$ cat config.mk
export PLATFORM = sky130hd
export DESIGN_NAME = mod_reduce_64
export DESIGN_NICKNAME = d
export VERILOG_FILES = /design/src/rtl/mod_reduce_64.sv
export SDC_FILE = /design/constraint.sdc
export NUM_CORES = 1
export LEC_CHECK = 0
export BUFFER_PORTS_ARGS = -buffer_cell sky130_fd_sc_hd__buf_4
export CAP_MARGIN = 20
export CORE_ASPECT_RATIO = 1.2
export CORE_MARGIN = 3
export CORE_UTILIZATION = 33
export CTS_BUF_LIST = sky130_fd_sc_hd__clkbuf_16
export DETAILED_ROUTE_END_ITERATION = 10
export PLACE_DENSITY_LB_ADDON = 0.08
export REMOVE_ABC_BUFFERS = 1
export SYNTH_ARGS = -nofsm -noshare
export SYNTH_HDL_FRONTEND = slang
export SYNTH_SLANG_ARGS = --single-unit
$ cat constraint.sdc
create_clock -name clk -period 5.2 [get_ports clk]
set_clock_uncertainty 0.2 [all_clocks]
set_input_delay 0.78 -clock clk [delete_from_list [all_inputs] [get_ports clk]]
set_output_delay 0.78 -clock clk [all_outputs]
set_load 0.02 [all_outputs]
$ cat src/rtl/mod_reduce_64.sv
// Sequential modular reducer: remainder of a P_WIDTH-bit product by an M_WIDTH-bit
// modulus, computed by radix-2 restoring shift-subtract, one product bit per clock.
module mod_reduce_64 #(
  parameter int P_WIDTH = 64,
  parameter int M_WIDTH = 32
) (
  input  logic               clk,
  input  logic               rst,
  input  logic [P_WIDTH-1:0] input_tdata,
  input  logic [M_WIDTH-1:0] modulus_tdata,
  input  logic               input_tvalid,
  output logic               input_tready,
  output logic [M_WIDTH-1:0] output_tdata,
  output logic               output_tuser,
  output logic               output_tvalid,
  input  logic               output_tready
);

  localparam int CNT_W = $clog2(P_WIDTH);
  localparam logic [CNT_W-1:0] LAST_CNT = CNT_W'(P_WIDTH - 1);

  typedef enum logic [1:0] {
    ST_IDLE = 2'd0,
    ST_CALC = 2'd1,
    ST_DONE = 2'd2
  } state_t;

  state_t             state_r, state_s;
  logic [P_WIDTH-1:0] p_r, p_s;
  logic [M_WIDTH-1:0] m_r, m_s;
  logic [M_WIDTH:0]   r_r, r_s;
  logic [CNT_W-1:0]   cnt_r, cnt_s;
  logic [M_WIDTH-1:0] data_r, data_s;
  logic               user_r, user_s;
  logic               valid_r, valid_s;

  logic [M_WIDTH:0]   t_s;
  logic [M_WIDTH:0]   diff_s;
  logic [M_WIDTH:0]   rem_s;
  logic               ge_s;

  // One restoring step: shift in the next product bit, subtract the modulus if it fits.
  // T stays below 2*M because R < M, so the M_WIDTH+1-bit subtract never overflows.
  always_comb begin
    t_s    = {r_r[M_WIDTH-1:0], p_r[P_WIDTH-1]};
    ge_s   = (t_s >= {1'b0, m_r});
    diff_s = t_s - {1'b0, m_r};
    if (ge_s) begin
      rem_s = diff_s;
    end else begin
      rem_s = t_s;
    end
  end

  // Next-state and next-datapath logic.
  always_comb begin
    state_s = state_r;
    p_s     = p_r;
    m_s     = m_r;
    r_s     = r_r;
    cnt_s   = cnt_r;
    data_s  = data_r;
    user_s  = user_r;
    valid_s = valid_r;
    case (state_r)
      ST_IDLE: begin
        if (input_tvalid) begin
          p_s     = input_tdata;
          m_s     = modulus_tdata;
          r_s     = {(M_WIDTH+1){1'b0}};
          cnt_s   = {CNT_W{1'b0}};
          state_s = ST_CALC;
        end else begin
          state_s = ST_IDLE;
        end
      end
      ST_CALC: begin
        // A zero modulus is resolved on the first CALC cycle, giving a one-cycle latency.
        if (m_r == {M_WIDTH{1'b0}}) begin
          data_s  = {M_WIDTH{1'b0}};
          user_s  = 1'b1;
          valid_s = 1'b1;
          state_s = ST_DONE;
        end else begin
          p_s   = {p_r[P_WIDTH-2:0], 1'b0};
          r_s   = rem_s;
          cnt_s = cnt_r + CNT_W'(1);
          if (cnt_r == LAST_CNT) begin
            data_s  = rem_s[M_WIDTH-1:0];
            user_s  = 1'b0;
            valid_s = 1'b1;
            state_s = ST_DONE;
          end else begin
            state_s = ST_CALC;
          end
        end
      end
      ST_DONE: begin
        if (output_tready) begin
          valid_s = 1'b0;
          state_s = ST_IDLE;
        end else begin
          state_s = ST_DONE;
        end
      end
      default: begin
        valid_s = 1'b0;
        state_s = ST_IDLE;
      end
    endcase
  end

  // State and datapath registers; reset discards any partial result.
  always_ff @(posedge clk or negedge rst) begin
    if (!rst) begin
      state_r <= ST_IDLE;
      p_r     <= {P_WIDTH{1'b0}};
      m_r     <= {M_WIDTH{1'b0}};
      r_r     <= {(M_WIDTH+1){1'b0}};
      cnt_r   <= {CNT_W{1'b0}};
      data_r  <= {M_WIDTH{1'b0}};
      user_r  <= 1'b0;
      valid_r <= 1'b0;
    end else begin
      state_r <= state_s;
      p_r     <= p_s;
      m_r     <= m_s;
      r_r     <= r_s;
      cnt_r   <= cnt_s;
      data_r  <= data_s;
      user_r  <= user_s;
      valid_r <= valid_s;
    end
  end

  assign input_tready  = rst & (state_r == ST_IDLE);
  assign output_tdata  = data_r;
  assign output_tuser  = user_r;
  assign output_tvalid = valid_r;

endmodule
# Word-level counts from Yosys, hierarchy flattened
# Index checks and enable logic that the tools add are counted.
[classes]
order_cmp = 1
n_reduce_logical = 8
bitwise = 2
mux = 23
n_mul = 0
add_sub_neg = 2
n_div = 0
shifts = 0
n_eq_ne = 7
[ops]
columns = ["op", "n"]
rows = [
  ["two-way mux 32 bit", 5],
  ["two-way mux 64 bit", 2],
  ["case mux 64 bit (2 select lines)", 1],
  ["case mux 32 bit (2 select lines)", 1],
  ["greater-or-equal comparator 33 x 32 -> 1 bit", 1],
  ["logical NOT 32 bit", 1],
  ["subtractor 32 bit", 1],
  ["two-way mux 6 bit", 2],
  ["case mux 6 bit (2 select lines)", 1],
  ["adder 6 x 1 -> 6 bit (second input constant)", 1],
  ["equality test 6 bit (second input constant)", 1],
  ["two-way mux 1 bit", 6],
  ["two-way mux 2 bit", 3],
  ["!= test 2 bit (second input constant)", 3],
  ["case mux 2 bit (3 select lines)", 1],
  ["AND reduction 3 bit", 2],
  ["AND reduction 2 bit", 2],
  ["nonzero test 2 bit", 2],
  ["!= test 3 bit (second input constant)", 1],
  ["case mux 1 bit (3 select lines)", 1],
  ["equality test 2 x 1 -> 1 bit (second input constant)", 1],
  ["equality test 2 bit (second input constant)", 1],
  ["logical NOT 2 bit", 1],
  ["bitwise AND 1 bit", 1],
  ["inverter 1 bit", 1],
]
[word_totals]
n_memories = 0
rom_bits = 0
register_bits = 170
word_cells = 51
out_inout_bits = 35
inputBits = 100
latch_bits = 0
ram_bits = 0

# Logic depth before layout (Yosys ltp)
# Gate-level depths: netlist (run 1).
[depth]
depth_word = 4
ltp_mapped = 13

# Least setup slack after synthesis (run 1)
# Ideal clock, no wire load.
[synth_path]
path_kind = "register -> register"
startpoint = "register p_r[63]"
endpoint = "register data_r[30] (netlist: output_tdata[30])"
n_path_buf = 1
arrival_ns = 2.560
path_stages_with_launch = 14
path_slack_ns = 2.311
setup_ns = 0.130
path_cell_list = "dfrtp_1 > inv_1 > ha_1 > inv_1 > fa_1 > a21o_1 > a221oi_2 > nor3_1 > or2_1 > buf_2 > a311o_1 > nand3_1 > xor2_1 > o21ai_0"
[synth_via]
elab_chain_cells = 4
word_cells_on_any_way = 5
cone_classes = "add/sub (1); order compare (1); mux (3)"
[synth_lines]
columns = ["item", "line", "source"]
rows = [
  ["start: declaration", "29", "logic [P_WIDTH-1:0] p_r, p_s;"],
  ["start signal: assignment", "117", "p_r <= {P_WIDTH{1'b0}};"],
  ["start signal: assignment", "126", "p_r <= p_s;"],
  ["subtractor 32 bit or greater-or-equal comparator 33 x 32 -> 1 bit (tied branches)", "47, 46", ""],
  ["two-way mux 32 bit *", "48", "if (ge_s) begin"],
  ["two-way mux 32 bit *", "88", "if (cnt_r == LAST_CNT) begin"],
  ["two-way mux 32 bit *", "79", "if (m_r == {M_WIDTH{1'b0}}) begin"],
  ["end signal: assignment", "121", "data_r <= {M_WIDTH{1'b0}};"],
  ["end signal: assignment", "130", "data_r <= data_s;"],
  ["end: declaration", "33", "logic [M_WIDTH-1:0] data_r, data_s;"],
]
# Mark *: on every way between the ends. The rest lies on a longest branch, timed or not. The select of a mux whose other input is x is not followed.
# A chain may end at the register's enable or synchronous reset.

# Worst setup path after layout (run 1)
[layout_path]
startpoint = "register m_r[4]"
endpoint = "register r_r[23]"
[layout_via]
elab_chain_cells = 4
word_cells_on_any_way = 8
cone_classes = "add/sub (1); order compare (1); eq/ne (1); mux (3); reduce/logical (2)"
[layout_lines]
columns = ["item", "line", "source"]
rows = [
  ["start: declaration", "30", "logic [M_WIDTH-1:0] m_r, m_s;"],
  ["start signal: assignment", "118", "m_r <= {M_WIDTH{1'b0}};"],
  ["start signal: assignment", "127", "m_r <= m_s;"],
  ["subtractor 32 bit or greater-or-equal comparator 33 x 32 -> 1 bit (tied branches)", "47, 46", ""],
  ["two-way mux 32 bit", "48", ""],
  ["two-way mux 32 bit", "79", ""],
  ["case mux 32 bit (2 select lines)", "65", "case (state_r)"],
  ["end signal: assignment", "119", "r_r <= {(M_WIDTH+1){1'b0}};"],
  ["end signal: assignment", "128", "r_r <= r_s;"],
  ["end: declaration", "31", "logic [M_WIDTH:0] r_r, r_s;"],
]
# Several ways; a longest one is shown, not always the timed one. The select of a mux whose other input is x is not followed.

==> run summary, run 1 <==
status - finished, final reports clean
core area - 27330 sq um
top post-synthesis cells by area - dfrtp_1 46%, o21ai_0 9.3%, mux2i_1 9.0%
Seq/Total Area, Yosys - 46.08%
Mapped Area - 9233 sq um
ANT nets after route - 0
sw power - 3.853 mW
total number of vias - 7479
Avg Cell Area, Syn - 9.159 sq um
WHS - 195.7 ps
Yosys top cell area share - 46.08%
Placed Area - 10540 sq um
Setup crit end kind - flip-flop
CP Max Fanout - 22
P&R area growth vs syn - 20.84%
RSZ-0062 raised after global routing - false
Setup crit end - r_r[23]$_DFFE_PN0P_
Slew HR - 26.99%
asr flop ratio synth - 100.0%
clk buf depth - 2
count leader, synth - o21ai_0
clock network power share - 16.2%
final max-slew violation count - 0
CP peak stage delay - 650 ps
final setup fails - 0
crit path DAT - 3660 ps
Routed WL - 25.33 mm
EDFF count, synth - 0
ratio of cells with drive above 1 in the final layout - 16.73%
Worst setup SP type - flip-flop
Flop pwr share - 27.0%
input/output buffers - 134
worst setup path class - flip-flop to flip-flop
worst setup path start - m_r[4]$_DFFE_PN0P_
first drt pass iteration count - 4
Power Total - 8.516 mW
later-pin clock latency in the skew report - 430 ps
TritonCTS Buffers - 17
Cell Rows - 66
DRC - 0
R2R Path End - r_r[23]$_DFFE_PN0P_
top post-synthesis cells by count - 172 x o21ai_0, 170 x dfrtp_1, 169 x nand2_1
internal power - 4.663 mW
reg-to-reg slack, setup - 1660 ps
CP Cell Sequence - inv_1 > ha_1 > o211ai_1 > a21oi_1 > nor2_1 > o311ai_4 > nand4b_2 > nand2_2 > nand2_1 > o221ai_1
Period minus WS final - 3538 ps
VDD IR max - 307.6 uV
critical path data required time - 5320 ps
gr ovfl total - 0
gr usage total - 17.05%
Worst-Margin Slew - 1095 ps
Resized cells post-CTS - 0
final period utilization - 68.04%
number of global-route vias before repair - 7700
Reg2Reg Depth - 10
Switching Fraction - 45.25%
clk slew on worst S/H paths - 70 ps
first-pass GRT wire length - 40.90 mm
Slowest cell on crit path - nand2_2
Worst Hold Class - primary input to async pin
Initial Util - 33.78%
Primary FF master, synth - dfrtp_1
Fin. Hold Viols - 0
H-tree levels - 4
Die W - 158.7 um
Nets - 1239
CTS hold repair buffers - 0
Die Y - 189.2 um
maxcap violations - 0
PD cells - 763.3 nW/um^2
TritonCTS clock tree - built
# Post-CTS Setup Buffers - 0
r2r startpoint - m_r[4]$_DFFE_PN0P_
area of the multi-input gates - 4583 sq um
register area - 4254 sq um
Static Leak - 5.301 nW
WL/cell - 16.97 um
count of cell types in the netlist - 55
Syn Inst Count - 1008
Post-DP HPWL - 17.69 mm
die area - 30030 sq um
largest net degree at the start of global routing - 125
Synth warnings - 0
antenna violations before repair - 0
Yosys reg bits - 170
fmax - 282.6 MHz
via-per-instance ratio - 5.013
root buffer cell - clkbuf_16
final instance area - 11160 sq um
number of fillers in the final layout - 2790
num ports - 135
n_diodes - 0
gpl congestion - 0.8513
cell accounting for the most synthesized area - dfrtp_1
logic gate share of total power - 56.8%
DRC marker count from the first detailed-route iteration - 399
CTS sink cnt - 170
-- routing by layer --
layer	wire length [um]	track usage, %	vias to the layer above
li1	-	-	3752
met1	11780	22.87	3594
met2	12520	29.05	118
met3	818	2.972	15
met4	201	3.078	0
met5	0	0	-
-- critical path, delay by kind of cell, from the launching register on --
family,cells,cell delay [ps]
AND/OR/NAND/NOR,4,1440
AO/OA/AOI/OAI,4,940
flip-flops,1,390
adder cells (fa/ha/maj),1,370
buffers and inverters,1,80
-- area by class of cell --
type	instances	area share [%]
Clock buffer	17	3.813
Clock inverter	15	1.761
Inverter	38	1.278
Multi-Input combinational cell	737	41.08
Sequential cell	170	38.13
Tap cell	374	4.194
Timing Repair Buffer	141	9.745
-- power groups by stage --
| stage | registers (mW) | logic [mW] | clock network (mW) |
|---|---|---|---|
| floorplan | 2.30 | 3.56 | 0 |
| finish | 2.30 | 4.84 | 1.38 |
| CTS | 2.30 | 4.90 | 1.42 |
| global placement | 2.32 | 4.85 | 0 |
| detailed placement | 2.32 | 4.88 | 0 |
| global route | 2.38 | 5.46 | 1.48 |
-- worst min-delay path by stage --
stage | slack [ps] | depth (start not counted) | end
2_1_floorplan | 250 | 2 | p_r[10]$_DFFE_PN0P_
3_3_place_gp | 260 | 2 | p_r[2]$_DFFE_PN0P_
3_5_place_dp | 270 | 2 | p_r[2]$_DFFE_PN0P_
4_1_cts | 240 | 1 | p_r[28]$_DFFE_PN0P_
5_1_grt | 270 | 1 | p_r[28]$_DFFE_PN0P_
6_report | 200 | 1 | p_r[28]$_DFFE_PN0P_
-- registers in the layout, summed over array words and instances, names as in the netlist --
register / count
output_tvalid: 1
cnt_r: 6
m_r: 32
state_r: 2
r_r: 32
p_r: 64
output_tdata: 32
output_tuser: 1
-- logic make-up (layout without fill, tap and decap cells) --
logic type | after synthesis | count (layout) | share of synthesized area (%)
simple gates | 300 | 300 | 14.66
compound gates | 291 | 291 | 18.21
flops | 170 | 170 | 46.08
buf+inv | 101 | 211 | 4.608
mux | 83 | 83 | 8.999
fa+ha+maj | 34 | 34 | 4.689
xor+xnor | 29 | 29 | 2.751
-- layout by cell type (no fill, tap or decap), types with 4 or more instances in the layout --
| cell type | instances |
|---|---|
| a21o_1 | 11 |
| a21oi_1 | 55 |
| a32oi_1 | 11 |
| and2_1 | 4 |
| and3_1 | 4 |
| buf_4 | 138 |
| bufinv_16 | 4 |
| clkbuf_16 | 17 |
| clkinvlp_4 | 4 |
| dfrtp_1 | 170 |
| ha_1 | 33 |
| inv_1 | 39 |
| mux2i_1 | 83 |
| nand2_1 | 168 |
| nand2b_1 | 5 |
| nand3_1 | 38 |
| nand4_1 | 15 |
| nor2_1 | 25 |
| nor2b_1 | 4 |
| nor3_1 | 8 |
| nor4_1 | 9 |
| o21ai_0 | 171 |
| o21bai_1 | 6 |
| or3_1 | 4 |
| xnor2_1 | 21 |
| xor2_1 | 8 |
-- through the flow --
step / std cells / setup WS [ps] / setup TNS, ps / utilization, %
4_1_cts: 1492 / 1611 / 0 / 40.82
6_report: 1492 / 1662 / 0 / 40.82
3_5_place_dp: 1460 / 1636 / 0 / 38.54
5_1_grt: 1492 / 1369 / 0 / 40.82
3_3_place_gp: 1460 / 1698 / 0 / 38.54
2_1_floorplan: 945 / -4607 / -268970 / -
Note: power is estimated with default switching activity, not from simulation.
==> run 2: changes to the inputs <==
--- a/config.mk
+++ b/config.mk
@@ -5,6 +5,7 @@
 export SDC_FILE = /design/constraint.sdc
 export NUM_CORES = 1
 export LEC_CHECK = 0
+export ABC_AREA = 1
 export BUFFER_PORTS_ARGS = -buffer_cell sky130_fd_sc_hd__buf_4
 export CAP_MARGIN = 20
 export CORE_ASPECT_RATIO = 1.2
==> constraint.sdc (replaced) <==
create_clock -name clk -period 2.85 [get_ports clk]
set_clock_uncertainty 0.2 [all_clocks]
set_input_delay 0.4275 -clock clk [delete_from_list [all_inputs] [get_ports clk]]
set_output_delay 0.4275 -clock clk [all_outputs]
set_load 0.02 [all_outputs]
==> run summary, run 2 <==
DRC - 0 (unchanged)
final max-slew violation count - 0 (unchanged)
routed wire length on met2 - 13.93 mm (+11%)
Initial Util - 33.84% (+0.059 points)
via-per-instance ratio - 4.653 (-7.2%)
Post-DP HPWL - 21.28 mm (+20%)
placed cells - 1933 (+32%)
clk buf depth - 2 (unchanged)
P&R area growth vs syn - 23.74%
worst setup path class - flip-flop to flip-flop
CTS sink cnt - 170 (unchanged)
top post-synthesis cells by area - dfrtp_1 42%, nand2_1 19%, o21ai_0 8.3%
cell accounting for the most synthesized area - dfrtp_1
Power Total - 13.49 mW (+58%)
root buffer cell - clkbuf_16
later-pin clock latency in the skew report - 440 ps (about the same)
Worst Hold Class - primary input to flip-flop
Die W - 165.8 um (+4.5%)
num ports - 135 (unchanged)
CP Max Fanout - 75 (+240%)
Avg Cell Area, Syn - 7.019 sq um (-23%)
Setup crit end kind - flip-flop
number of global-route vias before repair - 9385 (+22%)
first drt pass iteration count - 4 (unchanged)
maxcap violations - 0 (unchanged)
Die Y - 197.7 um (+4.5%)
top post-synthesis cells by count - 515 x nand2_1, 210 x inv_1, 170 x dfrtp_1
WL/cell - 14.85 um (-12%)
clk slew on worst S/H paths - 70 ps (about the same)
Synth warnings - 0 (unchanged)
Place WS - 199.8 ps (-1437 ps)
Fin. Hold Viols - 0 (unchanged)
hold_sp - modulus_tdata[10]
gr usage total - 18.36% (+1.3 points)
DR top layer - met4
Syn Inst Count - 1440 (+43%)
fmax - 380.3 MHz (+35%)
TritonCTS Buffers - 17 (unchanged)
ANT nets after route - 0 (unchanged)
total number of vias - 9264 (+24%)
crit path DAT - 2740 ps (-920 ps)
VDD IR max - 583.3 uV (+90%)
Worst setup SP type - flip-flop
WHS - 12.09 ps (-183.6 ps)
Worst-Margin Slew - 910.7 ps (-184.5 ps)
DRC marker count from the first detailed-route iteration - 471 (+18%)
first-pass GRT wire length - 48.33 mm (+18%)
count of cell types in the netlist - 32 (-42%)
Primary FF master, synth - dfrtp_1
critical path data required time - 2960 ps (-2360 ps)
PD cells - 1078 nW/um^2 (+41%)
register area - 4254 sq um (unchanged)
r2r startpoint - m_r[11]$_DFFE_PN0P_
die area - 32770 sq um (+9.1%)
EDFF count, synth - 0 (unchanged)
Nets - 1722 (+39%)
Seq/Total Area, Yosys - 42.09% (-4.0 points)
gr ovfl total - 0 (unchanged)
final setup fails - 0 (unchanged)
Period minus WS final - 2630 ps (-908.3 ps)
largest net degree at the start of global routing - 113 (-9.6%)
input/output buffers - 134 (unchanged)
gpl congestion - 0.9082 (+6.7%)
Static Leak - 6.585 nW (+24%)
Yosys top cell area share - 42.09% (-4.0 points)
Met1 Routed Length - 13.59 mm (+15%)
Largest Register - p_r
H-tree levels - 4 (unchanged)
max reg flops - 64 (unchanged)
final period utilization - 92.27% (+24 points)
commonest cells after routing, fill and taps aside - 515 x nand2_1, 210 x inv_1, 170 x dfrtp_1, 167 x o21ai_0, 150 x buf_4
RSZ-0062 raised after global routing - false
Mapped Area - 10110 sq um (+9.5%)
area of the multi-input gates - 4842 sq um (+5.7%)
asr flop ratio synth - 100.0% (unchanged)
count leader, synth - nand2_1
Post-Layout Cell Count - 1991 (+33%)
antenna violations before repair - 0 (unchanged)
Slew HR - 39.14% (+12 points)
ratio of cells with drive above 1 in the final layout - 13.49% (-3.2 points)
status - finished, final reports clean
core area - 29870 sq um (+9.3%)
commonest non-fill, non-tap cell in the layout - nand2_1
number of fillers in the final layout - 3226 (+16%)
fin util - 41.87% (+1.1 points)
Cell Rows - 69 (+4.5%)
TritonCTS clock tree - built
n_diodes - 0 (unchanged)
worst setup margin - 220.2 ps (-1442 ps)
routed length on met3 - 1.475 mm (+80%)
Yosys reg bits - 170 (unchanged)
worst setup path start - m_r[11]$_DFFE_PN0P_
Routed WL - 29.57 mm (+17%)
-- run 2: cell types whose count changed after synthesis, moves of 11 or more --
cell,previous run,this run
nand2_1,169,515
inv_1,38,210
mux2i_1,83,0
nand3_1,38,108
a21oi_1,55,25
nor2_1,26,55
nand3b_1,0,18
a21o_1,11,0
a32oi_1,11,0
-- run 2: report_power, final --
group	leakage, nW	internal (mW)	switching (mW)
sequential	2.16	3.23	0.402
combinational	4.15	2.77	4.73
clock	0.283	1.29	1.06
-- run 2: path summary, 6_finish.rpt --
path,to,slack [ps],cells past startpoint
worst max register to register,p_r[27]$_DFFE_PN0P_,220,7
max in group asynchronous,p_r[34]$_DFFE_PN0P_,1390,3
min in group asynchronous,m_r[14]$_DFFE_PN0P_,180,2
worst min register to register,p_r[0]$_DFFE_PN0P_,280,2
worst min-delay path,m_r[10]$_DFFE_PN0P_,10,3
worst max-delay path,p_r[27]$_DFFE_PN0P_,220,7
-- run 2: critical path, stage by stage (launching register included) --
cell and delay (ps):
dfrtp_1 380, nor4_1 630, nand4_1 320, nor2_2 410, o21ai_4 130, buf_12 210, nand2_1 90, o21ai_0 80
-- run 2: final cells by class --
class | instances | share of cell area [%]
multi-input combinational | 1002 | 38.72
sequential | 170 | 34.01
timing repair buffer | 185 | 12.38
inverter | 212 | 6.373
tap | 390 | 3.902
clock buffer | 17 | 3.401
clock inverter | 15 | 1.210
-- run 2: layer usage --
layer / vias to the layer above / global-route usage [%]
met5: - / 0
li1: 4811 / -
met2: 160 / 30.60
met3: 33 / 4.513
met4: 0 / 5.547
met1: 4260 / 23.77
-- run 2: kinds of logic (layout without fill, tap and decap cells) --
group,count (synthesis),after routing,synth area share (%)
xor+xnor,18,18,1.560
fa+ha+maj,34,34,4.283
simple gates,740,740,31.03
buf+inv,268,429,10.32
compound gates,210,210,10.71
flops,170,170,42.09
-- run 2: stage by stage --
stage          instance area (sq um)  setup TNS, ps
5_1_grt                        12510              0
2_1_floorplan                   9859        -430680
6_report                       12510              0
4_1_cts                        12500              0
3_5_place_dp                   11660              0
3_3_place_gp                   11660              0
-- run 2: repair_timing --
| action | CTS | global route |
|---|---|---|
| setup endpoints to repair | 0 | 3 |
| buffers inserted | 0 | 0 |
| gates resized for setup | 0 | 3 |
| hold endpoints to repair | 37 | 0 |
| hold buffers | 26 | 0 |
==> run 3: changes to the inputs <==
--- a/config.mk
+++ b/config.mk
@@ -9,8 +9,8 @@
 export BUFFER_PORTS_ARGS = -buffer_cell sky130_fd_sc_hd__buf_4
 export CAP_MARGIN = 20
 export CORE_ASPECT_RATIO = 1.2
-export CORE_MARGIN = 3
-export CORE_UTILIZATION = 33
+export CORE_MARGIN = 10
+export CORE_UTILIZATION = 26
 export CTS_BUF_LIST = sky130_fd_sc_hd__clkbuf_16
 export DETAILED_ROUTE_END_ITERATION = 10
 export PLACE_DENSITY_LB_ADDON = 0.08
==> run summary, run 3 (synthesis gave the netlist of run 2 again) <==
clock network power share - 20.1% (+2.7 points)
input/output buffers - 134 (unchanged)
maxcap violations - 0 (unchanged)
clk buf depth - 2 (unchanged)
number of global-route vias before repair - 9745 (+3.8%)
fmax - 376.8 MHz (-0.91%)
first-pass GRT wire length - 52.79 mm (+9.2%)
first drt pass iteration count - 4 (unchanged)
clk slew on worst S/H paths - 70 ps (about the same)
Fin. Hold Viols - 0 (unchanged)
DRC - 0 (unchanged)
TritonCTS Buffers - 17 (unchanged)
PD cells - 1078 nW/um^2 (about the same)
CP delay by family, top - simple AND/OR/NAND/NOR gates
Worst setup SP type - flip-flop
sw power - 6.214 mW (+0.40%)
CP Max Fanout - 4 (-95%)
Post-DP HPWL - 24.46 mm (+15%)
CP Cell Sequence - inv_1 > ha_1 > inv_1 > fa_1 > nand3_1 > nand2_1 > nand2_1 > nand2_1 > nand2_1 > nand2_1 > nand2_1 > nand3b_1 > nand2_1 > nand2_1 > nand3_1 > nand2_1
via-per-instance ratio - 4.327 (-7.0%)
register area - 4254 sq um (unchanged)
Place WS - 12.44 ps (-187.4 ps)
Slowest cell on crit path - fa_1
setup_tns - 0 ps (unchanged)
Setup crit end kind - flip-flop
# Post-CTS Setup Buffers - 0 (unchanged)
ANT nets after route - 0 (unchanged)
gpl congestion - 0.8572 (-5.6%)
Worst Hold Class - primary input to flip-flop
Flop pwr share - 25.8% (-1.2 points)
core area - 38650 sq um (+29%)
DRC marker count from the first detailed-route iteration - 449 (-4.7%)
WL/cell - 15.18 um (+2.2%)
CP peak stage delay - 420 ps (-210 ps)
Cell Rows - 79 (+14%)
Period minus WS final - 2654 ps (+24.26 ps)
WP buf/inv - 2 (+1)
Routed WL - 32.56 mm (+10%)
Initial Util - 26.15% (-7.7 points)
final period utilization - 93.12% (+0.85 points)
gr usage total - 14.26% (-4.1 points)
TritonCTS clock tree - built
crit path DAT - 2790 ps (+50 ps)
Worst-Margin Slew - 596.4 ps (-314.3 ps)
critical path data required time - 2990 ps (+30 ps)
cell mode on critical path - nand2_1
max reg flops - 64 (unchanged)
later-pin clock latency in the skew report - 470 ps (+30 ps)
ratio of cells with drive above 1 in the final layout - 14.08% (+0.59 points)
worst setup margin - 196.0 ps (-24.26 ps)
CTS sink cnt - 170 (unchanged)
number of fillers in the final layout - 4241 (+31%)
logic gate share of total power - 54.1% (-1.5 points)
Die Y - 236.0 um (+19%)
Largest Register - p_r
root buffer cell - clkbuf_16
n_diodes - 0 (unchanged)
num ports - 135 (unchanged)
H-tree levels - 4 (unchanged)
total number of vias - 9282 (+0.19%)
die area - 47190 sq um (+44%)
antenna violations before repair - 0 (unchanged)
Switching Fraction - 44.32% (-1.6 points)
worst setup path class - flip-flop to flip-flop
Static Leak - 6.740 nW (+2.3%)
largest net degree at the start of global routing - 111 (-1.8%)
Slew HR - 60.24% (+21 points)
WHS - 71.26 ps (+59.17 ps)
status - finished, final reports clean
area of the multi-input gates - 4836 sq um (-0.13%)
VDD IR max - 538.4 uV (-7.7%)
commonest non-fill, non-tap cell in the layout - nand2_1
final setup fails - 0 (unchanged)
gr ovfl total - 0 (unchanged)
commonest cells after routing, fill and taps aside - 515 x nand2_1, 209 x inv_1, 170 x dfrtp_1, 167 x o21ai_0, 155 x buf_4
internal power - 7.808 mW (+7.0%)
P&R area growth vs syn - 28.70%
final max-slew violation count - 0 (unchanged)
Nets - 1740 (+1.0%)
Die W - 200.0 um (+21%)
RSZ-0062 raised after global routing - true
run 3: area by class of cell:
| type | instances | area share (%) |
|---|---|---|
| Multi-Input combinational cell | 1002 | 37.18 |
| Sequential cell | 170 | 32.70 |
| Timing Repair Buffer | 203 | 13.58 |
| Inverter | 212 | 6.127 |
| Tap cell | 526 | 5.060 |
| Clock buffer | 17 | 3.270 |
| Clock inverter | 15 | 2.078 |
run 3: final timing paths:
path,startpoint,to,slack (ps),cells after the start
worst min register to register,p_r[0]$_DFFE_PN0P_,p_r[0]$_DFFE_PN0P_,270,2
worst max register to register,p_r[63]$_DFFE_PN0P_,output_tdata[22]$_DFFE_PN0P_,200,16
min in group asynchronous,rst,output_tdata[26]$_DFFE_PN0P_,440,3
worst min-delay path,output_tready,state_r[1]$_DFF_PN0_,70,4
max in group asynchronous,rst,r_r[2]$_DFFE_PN0P_,1510,3
worst max-delay path,p_r[63]$_DFFE_PN0P_,output_tdata[22]$_DFFE_PN0P_,200,16
run 3: what timing repair did:
item	4_1_cts	5_1_grt
endpoints found under the setup margin	1	7
gates resized for setup	1	1
hold endpoints to repair	203	0
hold buffers	34	0
run 3: stage by stage:
stage          cells  util, %  power [mW]  area (sq um)
2_1_floorplan   1384        -       9.040          9859
3_3_place_gp    2079    30.95       11.31         11960
3_5_place_dp    2079    30.95       11.32         11960
4_1_cts         2145    33.65       14.28         13000
5_1_grt         2145    33.66       15.51         13010
6_report        2145    33.66       14.02         13010
run 3: routing by layer:
metal  wire length, um  track usage [%]  part of all wire [%]
met1             14690            17.68                    45
met2             15910            23.50                    49
met3              1437            3.675                   4.4
met4               530            4.573                   1.6
met5                 0                0                     0
run 3: worst reg2reg max path, stage by stage (launching register included):
cell      delay (ps)
dfrtp_1          360
inv_1            110
ha_1             160
inv_1             80
fa_1             420
nand3_1          100
nand2_1          140
nand2_1          100
nand2_1          120
nand2_1           90
nand2_1          150
nand2_1          150
nand3b_1          90
nand2_1           70
nand2_1           70
nand3_1           90
nand2_1           60
run 3: power by group through the flow:
| stage | clock [mW] | combinational, mW | sequential, mW |
|---|---|---|---|
| 2_1_floorplan | 0 | 5.48 | 3.56 |
| 3_3_place_gp | 0 | 7.64 | 3.68 |
| 3_5_place_dp | 0 | 7.65 | 3.67 |
| 4_1_cts | 2.92 | 7.73 | 3.63 |
| 5_1_grt | 2.99 | 8.80 | 3.72 |
| 6_report | 2.81 | 7.59 | 3.62 |
